### src/rtl/uart_tx_cfg.sv
// Configurable UART transmitter: 5..DATA_W data bits, none/even/odd parity, 1 or 2 stop bits.
// A one-entry holding register lets the next frame start right after the current one ends.
module uart_tx_cfg #(
  parameter int DATA_W = 9,
  parameter int CNT_W  = 4
) (
  input  logic              clk,
  input  logic              rst,
  input  logic              tick,
  input  logic              tx_valid,
  output logic              tx_ready,
  input  logic [DATA_W-1:0] tx_data,
  input  logic [CNT_W-1:0]  cfg_data_len,
  input  logic [1:0]        cfg_parity,
  input  logic              cfg_stop2,
  output logic              tx_line,
  output logic              tx_busy,
  output logic              tx_done
);

  typedef enum logic [2:0] {IDLE, START, DATA, PARITY, STOP1, STOP2} state_t;

  function automatic logic [CNT_W-1:0] clamp_len(input logic [CNT_W-1:0] len);
    if (len < CNT_W'(5))
      return CNT_W'(5);
    if (len > CNT_W'(DATA_W))
      return CNT_W'(DATA_W);
    return len;
  endfunction

  function automatic logic parity_of(input logic [DATA_W-1:0] data,
                                     input logic [CNT_W-1:0]  len,
                                     input logic              odd);
    logic [DATA_W-1:0] mask;
    mask = '0;
    for (int i = 0; i < DATA_W; i++)
      mask[i] = (i < int'(len));
    return (^(data & mask)) ^ odd;
  endfunction

  state_t             state;
  logic [CNT_W-1:0]   cnt;
  logic               hold_full;

  logic [DATA_W-1:0]  hold_data;
  logic [CNT_W-1:0]   hold_len;
  logic               hold_par_en;
  logic               hold_par;
  logic               hold_stop2;

  logic [DATA_W-1:0]  shift;
  logic [CNT_W-1:0]   f_len;
  logic               f_par_en;
  logic               f_par;
  logic               f_stop2;

  logic               accept;
  logic               frame_end;
  logic               load;
  logic               shift_en;

  always_comb begin
    accept    = tx_valid && !hold_full;
    frame_end = tick && ((state == STOP1 && !f_stop2) || state == STOP2);
    load      = hold_full && ((tick && state == IDLE) || frame_end);
    shift_en  = tick && (state == START || (state == DATA && cnt != f_len));
  end

  assign tx_ready = !hold_full;
  assign tx_busy  = (state != IDLE) || hold_full;

  // Control: state, bit counter, hold occupancy and the line itself
  always_ff @(posedge clk or negedge rst) begin
    if (!rst) begin
      state     <= IDLE;
      cnt       <= '0;
      hold_full <= 1'b0;
      tx_line   <= 1'b1;
      tx_done   <= 1'b0;
    end else begin
      tx_done <= 1'b0;
      if (accept)
        hold_full <= 1'b1;
      if (tick) begin
        unique case (state)
          IDLE: begin
            if (hold_full) begin
              tx_line   <= 1'b0;
              hold_full <= 1'b0;
              state     <= START;
            end
          end
          START: begin
            tx_line <= shift[0];
            cnt     <= CNT_W'(1);
            state   <= DATA;
          end
          DATA: begin
            if (cnt == f_len) begin
              if (f_par_en) begin
                tx_line <= f_par;
                state   <= PARITY;
              end else begin
                tx_line <= 1'b1;
                state   <= STOP1;
              end
            end else begin
              tx_line <= shift[0];
              cnt     <= cnt + CNT_W'(1);
            end
          end
          PARITY: begin
            tx_line <= 1'b1;
            state   <= STOP1;
          end
          STOP1: begin
            if (f_stop2)
              state <= STOP2;
          end
          STOP2: ;
          default: state <= IDLE;
        endcase
      end
      // Last stop bit done: chain straight into the queued frame if there is one
      if (frame_end) begin
        tx_done <= 1'b1;
        cnt     <= '0;
        if (hold_full) begin
          tx_line   <= 1'b0;
          hold_full <= 1'b0;
          state     <= START;
        end else begin
          tx_line <= 1'b1;
          state   <= IDLE;
        end
      end
    end
  end

  // Datapath: captured payload/config and the output shifter
  always_ff @(posedge clk) begin
    if (accept) begin
      hold_data   <= tx_data;
      hold_len    <= clamp_len(cfg_data_len);
      hold_par_en <= cfg_parity[0] ^ cfg_parity[1];
      hold_par    <= parity_of(tx_data, clamp_len(cfg_data_len), cfg_parity[1]);
      hold_stop2  <= cfg_stop2;
    end
    if (load) begin
      shift    <= hold_data;
      f_len    <= hold_len;
      f_par_en <= hold_par_en;
      f_par    <= hold_par;
      f_stop2  <= hold_stop2;
    end else if (shift_en) begin
      shift <= shift >> 1;
    end
  end

endmodule

### config.mk
export PLATFORM = sky130hd
export DESIGN_NAME = uart_tx_cfg
export DESIGN_NICKNAME = d
export VERILOG_FILES = /design/src/rtl/uart_tx_cfg.sv
export SDC_FILE = /design/constraint.sdc
export NUM_CORES = 1
export LEC_CHECK = 0
export BUFFER_PORTS_ARGS = -buffer_cell sky130_fd_sc_hd__buf_4
export CAP_MARGIN = 10
export CORE_ASPECT_RATIO = 0.5
export CORE_UTILIZATION = 55
export DETAILED_ROUTE_END_ITERATION = 7
export PLACE_DENSITY = 0.76
export SYNTH_ARGS = -nofsm -noshare
export SYNTH_HDL_FRONTEND = slang
export SYNTH_SLANG_ARGS = --single-unit
### constraint.sdc
create_clock -name clk -period 2.04 [get_ports clk]
set_input_delay 0.204 -clock clk [delete_from_list [all_inputs] [get_ports clk]]
set_output_delay 0.204 -clock clk [all_outputs]
set_load 0.03 [all_outputs]
# Yosys cells after proc, flatten, opt, wreduce, memory -nomap -nowiden
# Cells that the tools add are included.
dict set report word_totals {
  register_bits 42
  in_bits 20
  out_inout_bits 4
  elab_cells 103
}
dict set report op_classes {
  add_sub_neg 1
  order_cmp 11
  eq_ne 12
  n_mux 38
  n_bitwise 3
  reduce_logical 23
}
# op count
set ops {}
lappend ops {{4-bit two-way mux} 8}
lappend ops {{1-bit two-way mux} 19}
lappend ops {{3-bit two-way mux} 6}
lappend ops {{9-bit two-way mux} 2}
lappend ops {{3-bit case mux with 6 select lines} 1}
lappend ops {{3-bit by 4-bit less-than comparator with 1-bit output, first input constant} 4}
lappend ops {{9-bit bitwise AND} 1}
lappend ops {{3-bit != test, second input constant} 3}
lappend ops {{9-bit XOR reduction} 1}
lappend ops {{1-bit by 4-bit less-than comparator with 1-bit output, first input constant} 2}
lappend ops {{2-bit by 4-bit less-than comparator with 1-bit output, first input constant} 2}
lappend ops {{4-bit case mux with 2 select lines} 1}
lappend ops {{1-bit logical AND} 7}
lappend ops {{3-bit by 2-bit equality test with 1-bit output, second input constant} 2}
lappend ops {{3-bit equality test, second input constant} 2}
lappend ops {{3-bit AND reduction} 2}
lappend ops {{3-bit nonzero test} 2}
lappend ops {{5-bit AND reduction} 1}
lappend ops {{5-bit nonzero test} 1}
lappend ops {{4-bit by 1-bit adder with 4-bit output, second input constant} 1}
lappend ops {{4-bit equality test} 1}
lappend ops {{4-bit > comparator, second input constant} 1}
lappend ops {{1-bit logical OR} 4}
lappend ops {{4-bit by 3-bit less-than comparator with 1-bit output, second input constant} 1}
lappend ops {{10 further kinds} 13}

# Depth between registers and ports, before layout
# Gate-level depths: netlist (run 1).
dict set report logic_depth {
  depth_word 12
  depth_mapped 6
  mapped_depth_nobuf 5
}

# Worst setup path after synthesis (run 1)
# No wires, ideal clock.
dict set report synth_timing {
  path_type {reg2reg}
  startpoint {reg hold_full}
  endpoint {reg shift[0], enable pin}
  setup_time_ps 341
  t_arrival_ps 1464
  t_required_ps 1699
  slack_ps 236
  stages_incl_launch_ff 5
  path_buffers 1
  period_less_slack_ps 1804
  path_cell_list {dfrtp_1 inv_1 a311oi_2 buf_6 nand2b_1}
}
dict set report synth_via {
  elab_chain_cells 2
}
# item line_no
set synth_rtl {}
lappend synth_rtl {{from (decl)} 43} ;# logic hold_full;
lappend synth_rtl {{from (signal assigned)} 77} ;# hold_full <= 1'b0;
lappend synth_rtl {{from (signal assigned)} 83} ;# hold_full <= 1'b1;
lappend synth_rtl {{from (signal assigned)} 89} ;# hold_full <= 1'b0;
lappend synth_rtl {{1-bit logical AND} 65} ;# load = hold_full && ((tick && state == IDLE) || frame_end);
lappend synth_rtl {{via load} 59} ;# logic load;
lappend synth_rtl {{2-bit nonzero test (no line)} n/a}
lappend synth_rtl {{to (signal assigned)} 150} ;# shift <= hold_data;
lappend synth_rtl {{to (signal assigned)} 156} ;# shift <= shift >> 1;
lappend synth_rtl {{to (decl)} 51} ;# logic [DATA_W-1:0] shift;
# The timed path passes the listed nets, and every way through them passes these cells.
# A chain may end at the register's enable or synchronous reset.

# Final worst setup path (run 1)
dict set report layout_timing {
  startpoint {reg state[2]}
  endpoint {out tx_busy}
}
dict set report layout_via {
  elab_chain_cells 2
}
# item line_no
set layout_rtl {}
lappend layout_rtl {{from (decl)} 41} ;# state_t state;
lappend layout_rtl {{from (signal assigned)} 75} ;# state <= IDLE;
lappend layout_rtl {{from (signal assigned)} 90} ;# state <= START;
lappend layout_rtl {{from (signal assigned)} 96} ;# state <= DATA;
lappend layout_rtl {{3-bit nonzero test} 70} ;# assign tx_busy = (state != IDLE) || hold_full;
lappend layout_rtl {{1-bit logical OR} 70}
lappend layout_rtl {{to (decl)} 17} ;# output logic tx_busy,
# Every way passes these cells.

==> impl_metrics.csv, run 1 <==
group,metric,value,unit
timing,fmax,530,MHz
yosys,synth_cell_types,51,
timing,worst_slew_pin_slew,0.447,ns
critical_path,r2r_cells,5,
yosys,syn_area_per_cell,14.1,sq um
critical_path,crit_type,"reg -> out",
routing,detailroute.via_count,1194,
yosys,synthCells,141,
placement,routabilityCongestion,0.946,
floorplan,rows,15,
clock_network,cts.reportedPaths.clkPinSlew,0.08,ns
yosys,ys.flop_type,"edfxtp_1",
timing,setup_tns,0,ns
yosys,ys_seq_area_frac,0.609,
yosys,synth_edf_count,32,
yosys,synthMostInstantiatedCell,"edfxtp_1",
critical_path,critPathLaunchType,"flip-flop",
flow_run,maxCapViolations,0,
timing,hold_viol,0,
timing,rsz0062_at_grt,"no",
clock_network,numCtsBuffers,5,
global_route,grt_use_met1,0.268,
global_route,gr-total-overflow,0,
global_route,top_usage_layer,"met2",
routing,ant_nets,0,
critical_path,crit_fanout,8,
clock_network,cts_max_level,2,
clock_network,cts-root-buf,"clkbuf_8",
yosys,yosys.area.top_type,"edfxtp_1",
global_route,met2_usage,0.287,
power,max-vdd-ir-drop,550,uV
yosys,synth_top_area_frac,0.482,
timing,setup_viol,0,
global_route,grt_use_total,0.189,
final_layout,antennaDiodeCount,0,
clock_network,clk_path_buf_depth,2,
yosys,synth-seq-cells,42,
clock_network,worstSkewPairLatency,0.29,ns
critical_path,crit_required,1.84,ns
routing,drt_iter0_drc,23,
yosys,yosys-top-cells-count,"32 x edfxtp_1, 9 x dfrtp_1, 8 x mux2_1",
yosys,synthTopCellsByArea,"edfxtp_1 48%, dfrtp_1 11%, mux2_1 4.5%",
yosys,synth_nets,162,
timing,slew_violations,0,
yosys,yosysWarnings,0,
placement,io_buffers,23,
yosys,synthesis.area,0.00199,sq mm
power,cellPowerDensity,1280,mW/mm^2
final_layout,layout.nets,196,
clock_network,cts_tree,"built",
timing,slew_headroom,0.702,
placement,hpwl,2420,microns
timing,finalCriticalPeriod,1.89,ns
timing,clock_skew,0.00554,ns
global_route,met3_usage,0.0690,
floorplan,initial_core_util,0.577,
floorplan,die_area,0.00388,sq mm
min_path,hp-class,"in -> reg",
clock_network,cts.sinks,42,
final_layout,n_fill_cell,261,
min_path,hold_depth,1,
yosys,async_reset_ff_frac,0.238,
routing,viasPerCell,5.26,
global_route,grt_pass1_vias,1118,
routing,drt_wl_total,3220,microns
global_route,grt_max_degree,17,
critical_path,arrival,1.68,ns
floorplan,die_x,87.1,microns
final_layout,design_area,0.00234,sq mm
power,leakage,0.910,nW
final_layout,syn2layout_area_growth,17.5,%
routing,drc,0,
routing,dr.pass1.iters,4,
floorplan,chipHeight,44.6,microns
floorplan,io_pins,24,
status,outcome,"finished clean",
placement,placed_cell_area,0.00225,sq mm
timing,fin_crit_sh,0.924,
global_route,grt_antenna_before_repair,0,
global_route,grt_pass1_wl,5260,microns
final_layout,drive_above_1_share,0.295,
floorplan,core_area,0.00345,sq mm
routing,routedWlPerCell,14.2,microns
critical_path,critPathCaptureType,"primary output",
==> power by group <==
| group | leakage, nW | switching, W | total [W] | internal, W |
|---|---|---|---|---|
| Combinational | 0.446 | 0.000571 | 0.00107 | 0.000495 |
| Clock | 0.0432 | 0.000272 | 0.000514 | 0.000242 |
| Sequential | 0.421 | 0.000151 | 0.00142 | 0.00127 |
==> critical path: stages (launching register included) <==
cell	delay [ns]
dfrtp_1	0.47
buf_4	0.19
or4_4	0.55
buf_4	0.19
==> state kept, by name, summed over array words and instances, names as in the netlist <==
register	flops
hold_data	9
shift	9
cnt	4
f_len	4
hold_len	4
state	3
f_par	1
f_par_en	1
f_stop2	1
hold_full	1
hold_par	1
hold_par_en	1
hold_stop2	1
tx_done	1
tx_line	1
==> placed cells by master (no fill, tap or decap), types with 3 or more instances in the layout <==
cell type	n
edfxtp_1	32
buf_4	31
dfrtp_1	9
mux2_1	8
nor2_1	7
nand2b_1	6
a21oi_1	6
xnor2_1	6
inv_1	5
clkbuf_8	5
nand2_1	4
xnor2_2	4
nor2b_1	4
nand3_1	3
o21ai_1	3
==> what timing repair did <==
action                                  CTS  global route
gates resized for setup                   0             0
endpoints found under the hold margin    10             0
hold buffers                              1             0
buffers inserted                          0             0
endpoints found under the setup margin    0             0
==> layer usage <==
| layer | wire length (microns) | share of wire |
|---|---|---|
| met5 | 0 | 0 |
| met4 | 16 | 0.0050 |
| met3 | 183 | 0.057 |
| met2 | 1450 | 0.45 |
| met1 | 1570 | 0.49 |
==> through the flow <==
step                setup WS (ns)  instances  hold slack, ns  power, W  utilization
floorplan                   0.236        141         -0.0916   0.00221            -
global placement            0.216        218          0.0434   0.00246        0.650
detailed placement          0.171        218          0.0456   0.00250        0.650
CTS                         0.146        227          0.0807   0.00303        0.678
global route               0.0610        227          0.0720   0.00318        0.678
finish                      0.155        227          0.0920   0.00300        0.678
==> final cells by class <==
cell class / count / area [sq um] / area share
Sequential cell: 42 / 1210 / 0.518
Tap cell: 51 / 63.8 / 0.0273
Inverter: 7 / 26.3 / 0.0112
Clock buffer: 6 / 72.6 / 0.0310
Clock inverter: 2 / 12.5 / 0.00534
Multi-Input combinational cell: 87 / 711 / 0.304
Timing Repair Buffer: 32 / 243 / 0.104
==> final timing paths <==
path	from	end	slack, ns
worst max-delay path	state[2]	tx_busy	0.15
worst min-delay path	cfg_stop2	hold_stop2	0.09
worst max register to register	state[0]	shift[8]	0.19
worst min register to register	hold_len[3]	f_len[3]	0.43
max in group asynchronous	rst	tx_line	1.54
min in group asynchronous	rst	state[1]	0.28
==> cell families (layout without fill, tap and decap cells) <==
| kind of cell | Yosys count | after routing | share of synthesized area |
|---|---|---|---|
| flops | 42 | 42 | 0.609 |
| simple gates | 36 | 36 | 0.104 |
| compound gates | 28 | 28 | 0.117 |
| xor+xnor | 13 | 13 | 0.0791 |
| buf+inv | 12 | 47 | 0.0345 |
| mux | 9 | 9 | 0.0503 |
| fa+ha+maj | 1 | 1 | 0.00628 |
No activity file was read; power rests on OpenSTA's default activity.
==> run 2: changes to the inputs <==
--- a/config.mk
+++ b/config.mk
@@ -7,10 +7,12 @@
 export LEC_CHECK = 0
 export BUFFER_PORTS_ARGS = -buffer_cell sky130_fd_sc_hd__buf_4
 export CAP_MARGIN = 10
+export CELL_PAD_IN_SITES_DETAIL_PLACEMENT = 1
+export CELL_PAD_IN_SITES_GLOBAL_PLACEMENT = 2
 export CORE_ASPECT_RATIO = 0.5
-export CORE_UTILIZATION = 55
+export CORE_UTILIZATION = 40
 export DETAILED_ROUTE_END_ITERATION = 7
-export PLACE_DENSITY = 0.76
+export PLACE_DENSITY = 0.78
 export SYNTH_ARGS = -nofsm -noshare
 export SYNTH_HDL_FRONTEND = slang
 export SYNTH_SLANG_ARGS = --single-unit
==> impl_metrics.csv, run 2 (synthesis gave the netlist of run 1 again) <==
group,metric,value,unit
routing,drc,0,
flow_run,maxCapViolations,0,
power,max-vdd-ir-drop,419,uV
critical_path,crit_type,"reg -> out",
global_route,grt_use_total,0.175,
routing,viasPerCell,5.05,
power,leakage,0.915,nW
placement,routabilityCongestion,0.796,
floorplan,die_x,102,microns
routing,wl_met3,163,microns
timing,hold_slack,0.0759,ns
timing,setup_viol,0,
global_route,gr-total-overflow,0,
global_route,grt_pass1_wl,6420,microns
global_route,grt_pass1_vias,1212,
critical_path,crit_required,1.84,ns
global_route,grt_max_degree,17,
clock_network,cts_max_level,2,
final_layout,syn2layout_area_growth,19.4,%
final_layout,reg_top3,"hold_data (9), shift (9)",
floorplan,chipHeight,51.9,microns
critical_path,critPathLaunchType,"flip-flop",
placement,placed_cell_area,0.00227,sq mm
clock_network,cts-root-buf,"clkbuf_8",
final_layout,n_fill_cell,491,
timing,setup_tns,0,ns
status,outcome,"finished clean",
timing,hold_viol,0,
routing,detailroute.via_count,1228,
floorplan,initial_core_util,0.434,
timing,worst_slew_pin_slew,0.325,ns
floorplan,core_area,0.00459,sq mm
power,cellPowerDensity,1300,mW/mm^2
timing,fin_crit_sh,0.874,
placement,hpwl,2950,microns
timing,slew_headroom,0.780,
clock_network,clk_path_buf_depth,2,
routing,routed-wl-met2,1830,microns
global_route,grt_antenna_before_repair,0,
floorplan,io_pins,24,
routing,drt_wl_total,3950,microns
timing,clock_skew,0.00656,ns
routing,drt_iter0_drc,51,
clock_network,numCtsBuffers,5,
timing,slew_violations,0,
critical_path,arrival,1.58,ns
final_layout,final_util,0.518,
clock_network,cts_tree,"built",
floorplan,die_area,0.00528,sq mm
final_layout,design_area,0.00238,sq mm
min_path,hp-class,"in -> reg",
final_layout,drive_above_1_share,0.316,
final_layout,layout_common_cells,"32 x edfxtp_1, 32 x buf_4, 9 x dfrtp_1",
floorplan,rows,17,
timing,fmax,561,MHz
clock_network,cts.sinks,42,
critical_path,critPathCaptureType,"primary output",
routing,dr.pass1.iters,4,
timing,rsz0062_at_grt,"no",
routing,highest_layer,"met4",
routing,drt-met1-wl,1910,microns
timing,finalCriticalPeriod,1.78,ns
final_layout,antennaDiodeCount,0,
clock_network,worstSkewPairLatency,0.30,ns
placement,io_buffers,23,
routing,ant_nets,0,
clock_network,post_cts_buffers,0,
routing,routedWlPerCell,16.2,microns
clock_network,cts.reportedPaths.clkPinSlew,0.09,ns
critical_path,crit_fanout,11,
final_layout,layout.nets,197,
[run 2: layout make-up]
class | count | area (sq um) | share of cell area
timing repair buffer | 33 | 250 | 0.105
sequential | 42 | 1210 | 0.510
clock inverter | 3 | 25.0 | 0.0105
clock buffer | 5 | 68.8 | 0.0289
multi-input combinational | 87 | 713 | 0.300
tap | 66 | 82.6 | 0.0347
inverter | 7 | 26.3 | 0.0110
[run 2: where the power goes]
part / internal [W] / switching, W / total, W
clock network: 0.000247 / 0.000319 / 0.000567
registers: 0.00126 / 0.000163 / 0.00143
logic: 0.000504 / 0.000589 / 0.00109
[run 2: path summary, 6_finish.rpt]
check                            start          to  slack (ns)  depth (start not counted)
max                           state[1]     tx_busy        0.26                          3
min                          cfg_stop2  hold_stop2        0.08                          1
max reg2reg                   state[0]    shift[7]        0.29                          5
min reg2reg                hold_len[2]    f_len[2]        0.43                          0
max in group asynchronous          rst     tx_line        1.54                          2
min in group asynchronous          rst      cnt[3]        0.27                          2
[run 2: what timing repair did]
action	CTS	global route
endpoints found under the hold margin	10	0
setup endpoints to repair	0	9
hold buffers	1	0
resized for setup	0	1
[run 2: per-stage QoR]
stage | total power [W] | setup slack, ns | std cells
final | 0.00309 | 0.257 | 243
after CTS | 0.00313 | 0.118 | 243
after floorplan | 0.00221 | 0.236 | 141
after global routing | 0.00328 | 0.168 | 243
after global placement | 0.00250 | 0.184 | 234
after detailed placement | 0.00255 | 0.123 | 234
[run 2: metal layers]
metal | vias up | track usage
li1 | 595 | -
met1 | 603 | 0.238
met2 | 26 | 0.262
met3 | 4 | 0.0578
met4 | 0 | 0.0580
met5 | - | 0
[run 2: worst max-delay path, stage by stage, from the launching register on]
cell     delay (ns)
dfrtp_1        0.39
buf_4          0.17
or4_4          0.54
buf_4          0.19
